**src/rtl/dmem_arb_pkg.sv**
```systemverilog
// Shared definitions for the data-memory arbiter: FSM encoding and counter width.
// The top and its saturating wait counter import these.
package dmem_arb_pkg;

    typedef enum logic {
        S_PRIO_CPU = 1'b0,
        S_AUX_LOCK = 1'b1
    } arb_state_t;

    localparam int unsigned ARB_CNT_W = 4;

endpackage : dmem_arb_pkg

```
**src/rtl/dmem_arbiter_sat_counter.sv**
```systemverilog
// Saturating up-counter with synchronous clear; clear wins over increment.
// Holds at LIMIT until cleared.
module sat_counter #(
    parameter int unsigned WIDTH = 4,
    parameter int unsigned LIMIT = 15
) (
    input  logic             clk,
    input  logic             reset,
    input  logic             inc,
    input  logic             clr,
    output logic [WIDTH-1:0] count
);

    localparam logic [WIDTH-1:0] LIMIT_V = WIDTH'(LIMIT);

    logic [WIDTH-1:0] count_reg;
    logic [WIDTH-1:0] count_next;

    always_comb begin
        count_next = count_reg;
        if (clr) begin
            count_next = '0;
        end else if (inc && (count_reg != LIMIT_V)) begin
            count_next = count_reg + 1'b1;
        end
    end

    always_ff @(posedge clk or posedge reset) begin
        if (reset) begin
            count_reg <= '0;
        end else begin
            count_reg <= count_next;
        end
    end

    assign count = count_reg;

endmodule : sat_counter

```
**src/rtl/dmem_arbiter.sv**
```systemverilog
// Two-master arbiter for the single-port data memory: CPU has priority, a wait
// counter bounds aux latency, and a bounded lock lets aux run short bursts.
module dmem_arbiter
    import dmem_arb_pkg::*;
#(
    parameter int unsigned ADDR_W    = 32,
    parameter int unsigned MAX_WAIT  = 4,
    parameter int unsigned MAX_BURST = 8
) (
    input  logic              clk,
    input  logic              reset,

    input  logic              cpu_req,
    input  logic              cpu_we,
    input  logic [ADDR_W-1:0] cpu_addr,
    input  logic [31:0]       cpu_wdata,
    output logic              cpu_gnt,
    output logic [31:0]       cpu_rdata,
    output logic              cpu_stall,

    input  logic              aux_req,
    input  logic              aux_we,
    input  logic [ADDR_W-1:0] aux_addr,
    input  logic [31:0]       aux_wdata,
    input  logic              aux_lock,
    output logic              aux_gnt,
    output logic [31:0]       aux_rdata,

    output logic              mem_read,
    output logic              mem_write,
    output logic [ADDR_W-1:0] mem_addr,
    output logic [31:0]       mem_wdata,
    input  logic [31:0]       mem_rdata
);

    localparam logic [ARB_CNT_W-1:0] MAX_WAIT_V  = ARB_CNT_W'(MAX_WAIT);
    localparam logic [ARB_CNT_W-1:0] MAX_BURST_V = ARB_CNT_W'(MAX_BURST);
    localparam bit                   LOCK_EN     = (MAX_BURST > 1);

    arb_state_t           state_reg;
    arb_state_t           state_next;
    logic [ARB_CNT_W-1:0] burst_cnt_reg;
    logic [ARB_CNT_W-1:0] burst_cnt_next;
    logic [ARB_CNT_W-1:0] burst_cnt_inc;
    logic [ARB_CNT_W-1:0] wait_cnt;

    logic wait_full;
    logic lock_exit;
    logic cpu_gnt_int;
    logic aux_gnt_int;
    logic wait_inc;
    logic wait_clr;

    assign wait_full     = (wait_cnt == MAX_WAIT_V);
    assign burst_cnt_inc = burst_cnt_reg + 1'b1;

    // Grants are gated by reset so nothing reaches memory while reset is high.
    always_comb begin
        aux_gnt_int = 1'b0;
        cpu_gnt_int = 1'b0;
        if (!reset) begin
            if (state_reg == S_AUX_LOCK) begin
                aux_gnt_int = aux_req;
            end else begin
                aux_gnt_int = aux_req & (~cpu_req | wait_full);
            end
            cpu_gnt_int = cpu_req & ~aux_gnt_int;
        end
    end

    assign wait_inc = aux_req & ~aux_gnt_int;
    assign wait_clr = aux_gnt_int | ~aux_req | lock_exit;

    sat_counter #(
        .WIDTH (ARB_CNT_W),
        .LIMIT (MAX_WAIT)
    ) u_wait_cnt (
        .clk   (clk),
        .reset (reset),
        .inc   (wait_inc),
        .clr   (wait_clr),
        .count (wait_cnt)
    );

    // Lock entry already counts its first grant, hence the load to 1.
    always_comb begin
        state_next     = state_reg;
        burst_cnt_next = burst_cnt_reg;
        lock_exit      = 1'b0;
        case (state_reg)
            S_PRIO_CPU: begin
                if (aux_gnt_int && aux_lock && LOCK_EN) begin
                    state_next     = S_AUX_LOCK;
                    burst_cnt_next = 4'd1;
                end
            end
            S_AUX_LOCK: begin
                if (!aux_req || !aux_lock ||
                    (aux_gnt_int && (burst_cnt_inc == MAX_BURST_V))) begin
                    lock_exit      = 1'b1;
                    state_next     = S_PRIO_CPU;
                    burst_cnt_next = '0;
                end else if (aux_gnt_int) begin
                    burst_cnt_next = burst_cnt_inc;
                end
            end
            default: begin
                state_next     = S_PRIO_CPU;
                burst_cnt_next = '0;
            end
        endcase
    end

    always_ff @(posedge clk or posedge reset) begin
        if (reset) begin
            state_reg     <= S_PRIO_CPU;
            burst_cnt_reg <= '0;
        end else begin
            state_reg     <= state_next;
            burst_cnt_reg <= burst_cnt_next;
        end
    end

    // Memory-side mux; read data reaches only the granted reading port.
    always_comb begin
        mem_read  = 1'b0;
        mem_write = 1'b0;
        mem_addr  = '0;
        mem_wdata = '0;
        cpu_rdata = '0;
        aux_rdata = '0;
        if (cpu_gnt_int) begin
            mem_read  = ~cpu_we;
            mem_write = cpu_we;
            mem_addr  = cpu_addr;
            mem_wdata = cpu_wdata;
            if (!cpu_we) begin
                cpu_rdata = mem_rdata;
            end
        end else if (aux_gnt_int) begin
            mem_read  = ~aux_we;
            mem_write = aux_we;
            mem_addr  = aux_addr;
            mem_wdata = aux_wdata;
            if (!aux_we) begin
                aux_rdata = mem_rdata;
            end
        end
    end

    assign cpu_gnt   = cpu_gnt_int;
    assign aux_gnt   = aux_gnt_int;
    assign cpu_stall = ~reset & cpu_req & ~cpu_gnt_int;

endmodule : dmem_arbiter

```
**config.mk**
```make
export PLATFORM = sky130hd
export DESIGN_NAME = dmem_arbiter
export DESIGN_NICKNAME = d
export VERILOG_FILES = /design/src/rtl/dmem_arb_pkg.sv /design/src/rtl/dmem_arbiter_sat_counter.sv /design/src/rtl/dmem_arbiter.sv
export SDC_FILE = /design/constraint.sdc
export NUM_CORES = 1
export LEC_CHECK = 0
export ABC_AREA = 1
export ABC_CLOCK_PERIOD_IN_PS = 4200
export BUFFER_PORTS_ARGS = -buffer_cell sky130_fd_sc_hd__buf_2
export CAP_MARGIN = 20
export CORE_AREA = 2 2 118 120
export DETAILED_ROUTE_END_ITERATION = 10
export DIE_AREA = 0 0 120 122
export HOLD_SLACK_MARGIN = 0.12
export PLACE_DENSITY = 0.44
export SYNTH_ARGS = -nofsm -noshare
export SYNTH_HDL_FRONTEND = slang
export SYNTH_HIERARCHICAL = 1
export SYNTH_SLANG_ARGS = --single-unit
export TNS_END_PERCENT = 1
```
**constraint.sdc**
```tcl
create_clock -name clk -period 4.2 [get_ports clk]
set_input_delay 0.21 -clock clk [delete_from_list [all_inputs] [get_ports clk]]
set_output_delay 0.21 -clock clk [all_outputs]
set_load 0.03 [all_outputs]
```
* Word level (Yosys, flattened, before mapping)
Cells that the tools add are included.
W data, S select, Z words.
** Operators by class
- Multiplexer cells :: 28
- Bitwise gates (word level) :: 17
- Add/sub/neg operators :: 2
- Equality and inequality tests :: 5
- Reductions and logical operators :: 9
** Operators with widths (count)
- $mux W32 :: 9
- $mux W4 :: 5
- $mux W1 :: 12
- $not A1 Y1 :: 9
- $add A4 B1 Y4 const B :: 2
- $pmux W4 S2 :: 1
- $and A1 B1 Y1 :: 5
- $eq A4 B3 Y1 const B :: 1
- $eq A4 B4 Y1 const B :: 1
- $ne A4 B3 Y1 const B :: 1
- $logic_and A1 B1 Y1 :: 3
- $ne A3 B1 Y1 const B :: 1
- $or A1 B1 Y1 :: 3
- $logic_not A1 Y1 :: 2
- $logic_or A1 B1 Y1 :: 2
- $ne A2 B2 Y1 const B :: 1
- $pmux W1 S2 :: 1
- $reduce_and A2 Y1 :: 1
- $reduce_bool A2 Y1 :: 1
** Word-level totals
- Logic and storage cells :: 64
- Output and inout port bits :: 133
- Input bits :: 167
- Register bits after elaboration :: 9

* Longest topological paths before layout
- Depth in word-level cells :: 12
- Mapped depth :: 13
- Gate-level depth less buffers :: 12

* Hierarchy
Netlist, hierarchy kept.
** By module, submodules not included
- dmem_arbiter :: seq. area each 125.1 um^2, instances 1, area each 1470.2 um^2, cells each 242
- sat_counter :: seq. area each 100.1 um^2, instances 1, area each 245.2 um^2, cells each 30

* Worst setup path after synthesis
No wires, ideal clock.
- Kind :: flip-flop to output port
- From :: register u_wait_cnt.count_reg[2] (netlist: u_wait_cnt/count[2])
- To :: output aux_rdata[22]
- Path slack :: 2.428 ns
- Data arrival time :: 1.562 ns
- Stages on the path, launching flop included :: 10
- Required time :: 3.990 ns
- Path buffers :: 1
- Cell sequence :: dfrtp_1 > inv_1 > nor2_1 > nand2_1 > nand2_1 > nand2_2 > nor2_4 > nand2_1 > buf_2 > nor2_1
** On the way
- Word-level cells in the longest chain between the ends :: 9
** Ends and longest elaborated chain
- start, declared :: RTL line dmem_arbiter_sat_counter.sv:16 : logic [WIDTH-1:0] count_reg;
- start signal, assigned :: RTL line dmem_arbiter_sat_counter.sv:32 : count_reg <= count_next;
- $eq A4 B3 Y1 * :: RTL line dmem_arbiter.sv:54 : assign wait_full = (wait_cnt == MAX_WAIT_V);
- $or A1 B1 Y1 * :: RTL line dmem_arbiter.sv:65 : aux_gnt_int = aux_req & (~cpu_req | wait_full);
- $and A1 B1 Y1 * :: RTL line dmem_arbiter.sv:65
- $mux W1 * :: RTL line dmem_arbiter.sv:62 : if (state_reg == S_AUX_LOCK) begin
- $mux W1 * :: RTL line dmem_arbiter.sv:61 : if (!reset) begin
- $not A1 Y1 :: RTL line dmem_arbiter.sv:67 : cpu_gnt_int = cpu_req & ~aux_gnt_int;
- $and A1 B1 Y1 :: RTL line dmem_arbiter.sv:67
- $mux W1 :: RTL line dmem_arbiter.sv:61
- $mux W32 * :: RTL line dmem_arbiter.sv:132 : if (cpu_gnt_int) begin
- end, declared :: RTL line dmem_arbiter.sv:27 : output logic [31:0] aux_rdata,
Mark *: on every way between the ends. The rest lies on a longest branch, timed or not. The select of a mux whose other input is x is not followed.

* Worst setup path in the final report
- From :: register u_wait_cnt.count_reg[2] (netlist: u_wait_cnt/count[2])
- To :: output mem_wdata[13]
** On the way
- Word-level cells in the longest chain between the ends :: 9
** Ends and longest elaborated chain
- $eq A4 B3 Y1 * :: RTL line dmem_arbiter.sv:54
- $or A1 B1 Y1 * :: RTL line dmem_arbiter.sv:65
- $and A1 B1 Y1 * :: RTL line dmem_arbiter.sv:65
- $mux W1 * :: RTL line dmem_arbiter.sv:62
- $mux W1 * :: RTL line dmem_arbiter.sv:61
- $not A1 Y1 :: RTL line dmem_arbiter.sv:67
- $and A1 B1 Y1 :: RTL line dmem_arbiter.sv:67
- $mux W1 :: RTL line dmem_arbiter.sv:61
- $mux W32 * :: RTL line dmem_arbiter.sv:132
- end, declared :: RTL line dmem_arbiter.sv:32 : output logic [31:0] mem_wdata,
Marks and branches as above.

==> metrics.yaml <==
grt:
  grt.total_usage_pct: 12.0
  overflow: 0
  grt_max_degree: 70
  grt_pass1_wl_um: 14200
  antenna_found_initial: 0
  grt_pass1_vias: 2756
floorplanning:
  io_pins: 300
  initial_core_util_pct: 12.7
  chipHeight_um: 122
  die_x_um: 120
  core_area_um2: 13500
  die-area_um2: 14600
  fp-row-count: 43
worst_setup_path:
  startpoint_type: "flip-flop"
  r2r_end: "u_wait_cnt/count[1]"
  r2r_start: "u_wait_cnt/count[2]"
  critPathRequiredTime_ps: 3990
  endpoint: "mem_wdata[13]"
  worstPathMaxFanout: 69
  critPathLaunch: "u_wait_cnt/count[2]"
  r2r_slack_ps: 1950
  end_kind: "primary output"
  path_class: "reg2out"
  r2r_cells: 12
  crit_arrival_ps: 2230
run_status:
  status: "finished, final reports clean"
drt:
  vias: 2965
  vias_per_cell: 4.01
  drt_wl_total_um: 10000
  first_pass_iters: 6
  wl_per_cell_um: 13.5
  drtIter0Drc: 135
  ant_nets: 0
  drc: 0
yosys:
  synth_area_leaders: "a22o_1 (33%), nor2_1 (16%), dfrtp_1 (13%)"
  synth_edf_count: 0
  synth_top_area_share_pct: 32.7
  ys.flop_type: "dfrtp_1"
  ys_seq_area_share_pct: 13.1
  synth_common_cells: "nor2_1 (72), a22o_1 (64), inv_1 (49), nand2_1 (17)"
  avgSynthCellArea_um2: 6.31
  ys_types: 21
  syn_nets: 443
  async_flop_share_pct: 100
  syn_area_um2: 1720
  synth.most_common_cell: "nor2_1"
  yosysWarnings: 6
  ys_ff_latch: 9
  synth_area_leader_cell: "a22o_1"
  synth_cells: 272
cts:
  clock_path_buffers: 2
  post_cts_resized: 0
  cts_made_buffers: 3
  clock_sinks: 9
  cts_post_setup_buffers_inserted: 0
  clkLatencyLatePin_ps: 230
  path_clk_slew_ps: 40
  cts_max_level: 1
  clockRootBuffer: "clkbuf_16"
  cts_tree: "yes"
sta:
  worst_pin_slew_ps: 692
  maxSlewViolCount: 0
  fin_crit_ps: 2440
  fin_crit_sh_pct: 58.1
  setup_viol: 0
  max_freq_mhz: 409
  relSlewSlack_pct: 53.9
  hold_viol: 0
  clock-skew-final_ps: 0.987
  finalSetupTns_ps: 0
  rsz0062_at_grt: "false"
layout:
  stdcell_area_um2: 3450
  fin_nets: 732
  final_util_pct: 25.5
  area_delta_synth_final_pct: 101
  drive_gt1_share_pct: 56.1
  antenna_cells: 0
place:
  port-buffer-count: 299
  dp_hpwl_um: 8540
  place.gp.congestion: 0.823
  placed_area_um2: 3300
pwr:
  peakVddDrop_mv: 0.128
  power.switching_w: 0.000277
  p_int_w: 0.000357
  combPwrFrac_pct: 57.7
  switching_share_pct: 43.7
  p_seq_share_pct: 16.1
  powerDensity_nw_per_um2: 184
  clkPwrFrac_pct: 26.2
  p_leak_nw: 2.33
flow_run:
  drv_cap: 0
worst_hold_path:
  hold_path_class: "in2reg"
-- cells in the final DEF, fill, tap and decap left out, types with 3 or more instances in the layout --
cell type / n
o21ai_1: 5
a21oi_1: 3
dfrtp_1: 9
nand3_1: 12
nand4_1: 4
nand2_2: 3
buf_2: 299
a22o_1: 64
inv_1: 49
nand2_1: 17
clkbuf_16: 3
nor2_1: 72
ha_1: 4
-- stage by stage --
step / worst slack, ps / cells / power (W) / hold slack (ps)
4_1_cts: 1660 / 738 / 0.000636 / 430
6_report: 1760 / 740 / 0.000634 / 438
3_5_place_dp: 1920 / 733 / 0.000464 / 166
3_3_place_gp: 1950 / 733 / 0.000461 / 173
2_1_floorplan: 2430 / 272 / 0.000319 / -23.9
5_1_grt: 1540 / 740 / 0.000672 / 472
-- worst max-delay path, stage by stage, from the launching register on --
cell and delay (ps):
dfrtp_1 430, inv_1 60, nor2_1 90, nand2_1 70, nand2_1 90, nand2_2 90, nor2_4 90, buf_4 540
a22o_1 310, buf_2 210
-- kinds of logic (layout without fill, tap and decap cells) --
logic type               count (synthesis)  in the layout  synth area share, %
XOR/XNOR                                 1              1                0.511
flip-flops                               9              9                 13.1
AO/OA/AOI/OAI                           76             76                 36.5
buffers and inverters                   71            359                 19.9
AND/OR/NAND/NOR                        111            111                 27.1
adder cells (fa/ha/maj)                  4              4                 2.92
-- worst min path at each step --
stage	from	to	cells after the start
after global placement	reset	u_wait_cnt/count[2]	2
after detailed placement	reset	u_wait_cnt/count[2]	2
final	aux_lock	state_reg	3
after global routing	aux_lock	burst_cnt_reg[0]	3
after CTS	aux_lock	state_reg	3
after floorplan	reset	u_wait_cnt/count[0]	1
-- area by class of cell --
| type | instances | area, µm² |
|---|---|---|
| well taps | 180 | 225 |
| clock buffers | 4 | 78.8 |
| multi-input cells | 192 | 1150 |
| flip-flops and latches | 9 | 225 |
| fillers | 1542 | 10100 |
| inverters | 51 | 191 |
| repair buffers | 304 | 1580 |
-- routing by layer --
layer	routed length [µm]	global-route usage, %	share of wire (%)	vias to the layer above
li1	-	-	-	1489
met1	4080	15.0	41	1350
met2	4970	21.0	50	116
met3	851	2.76	8.5	10
met4	104	2.35	1.0	0
met5	0	0	0	-
-- power groups by stage --
stage               clock network (W)  registers (W)  logic, W
floorplan                           0       0.000101  0.000218
global placement                    0       0.000102  0.000359
detailed placement                  0       0.000103  0.000362
CTS                          0.000170       0.000102  0.000364
global route                 0.000175       0.000103  0.000394
finish                       0.000166       0.000102  0.000366
-- repair_timing --
action                                 in CTS  in global routing
setup endpoints to repair                   0                  0
hold buffers                                1                  0
endpoints found under the hold margin       9                  0
Note: power is estimated with default switching activity, not from simulation.
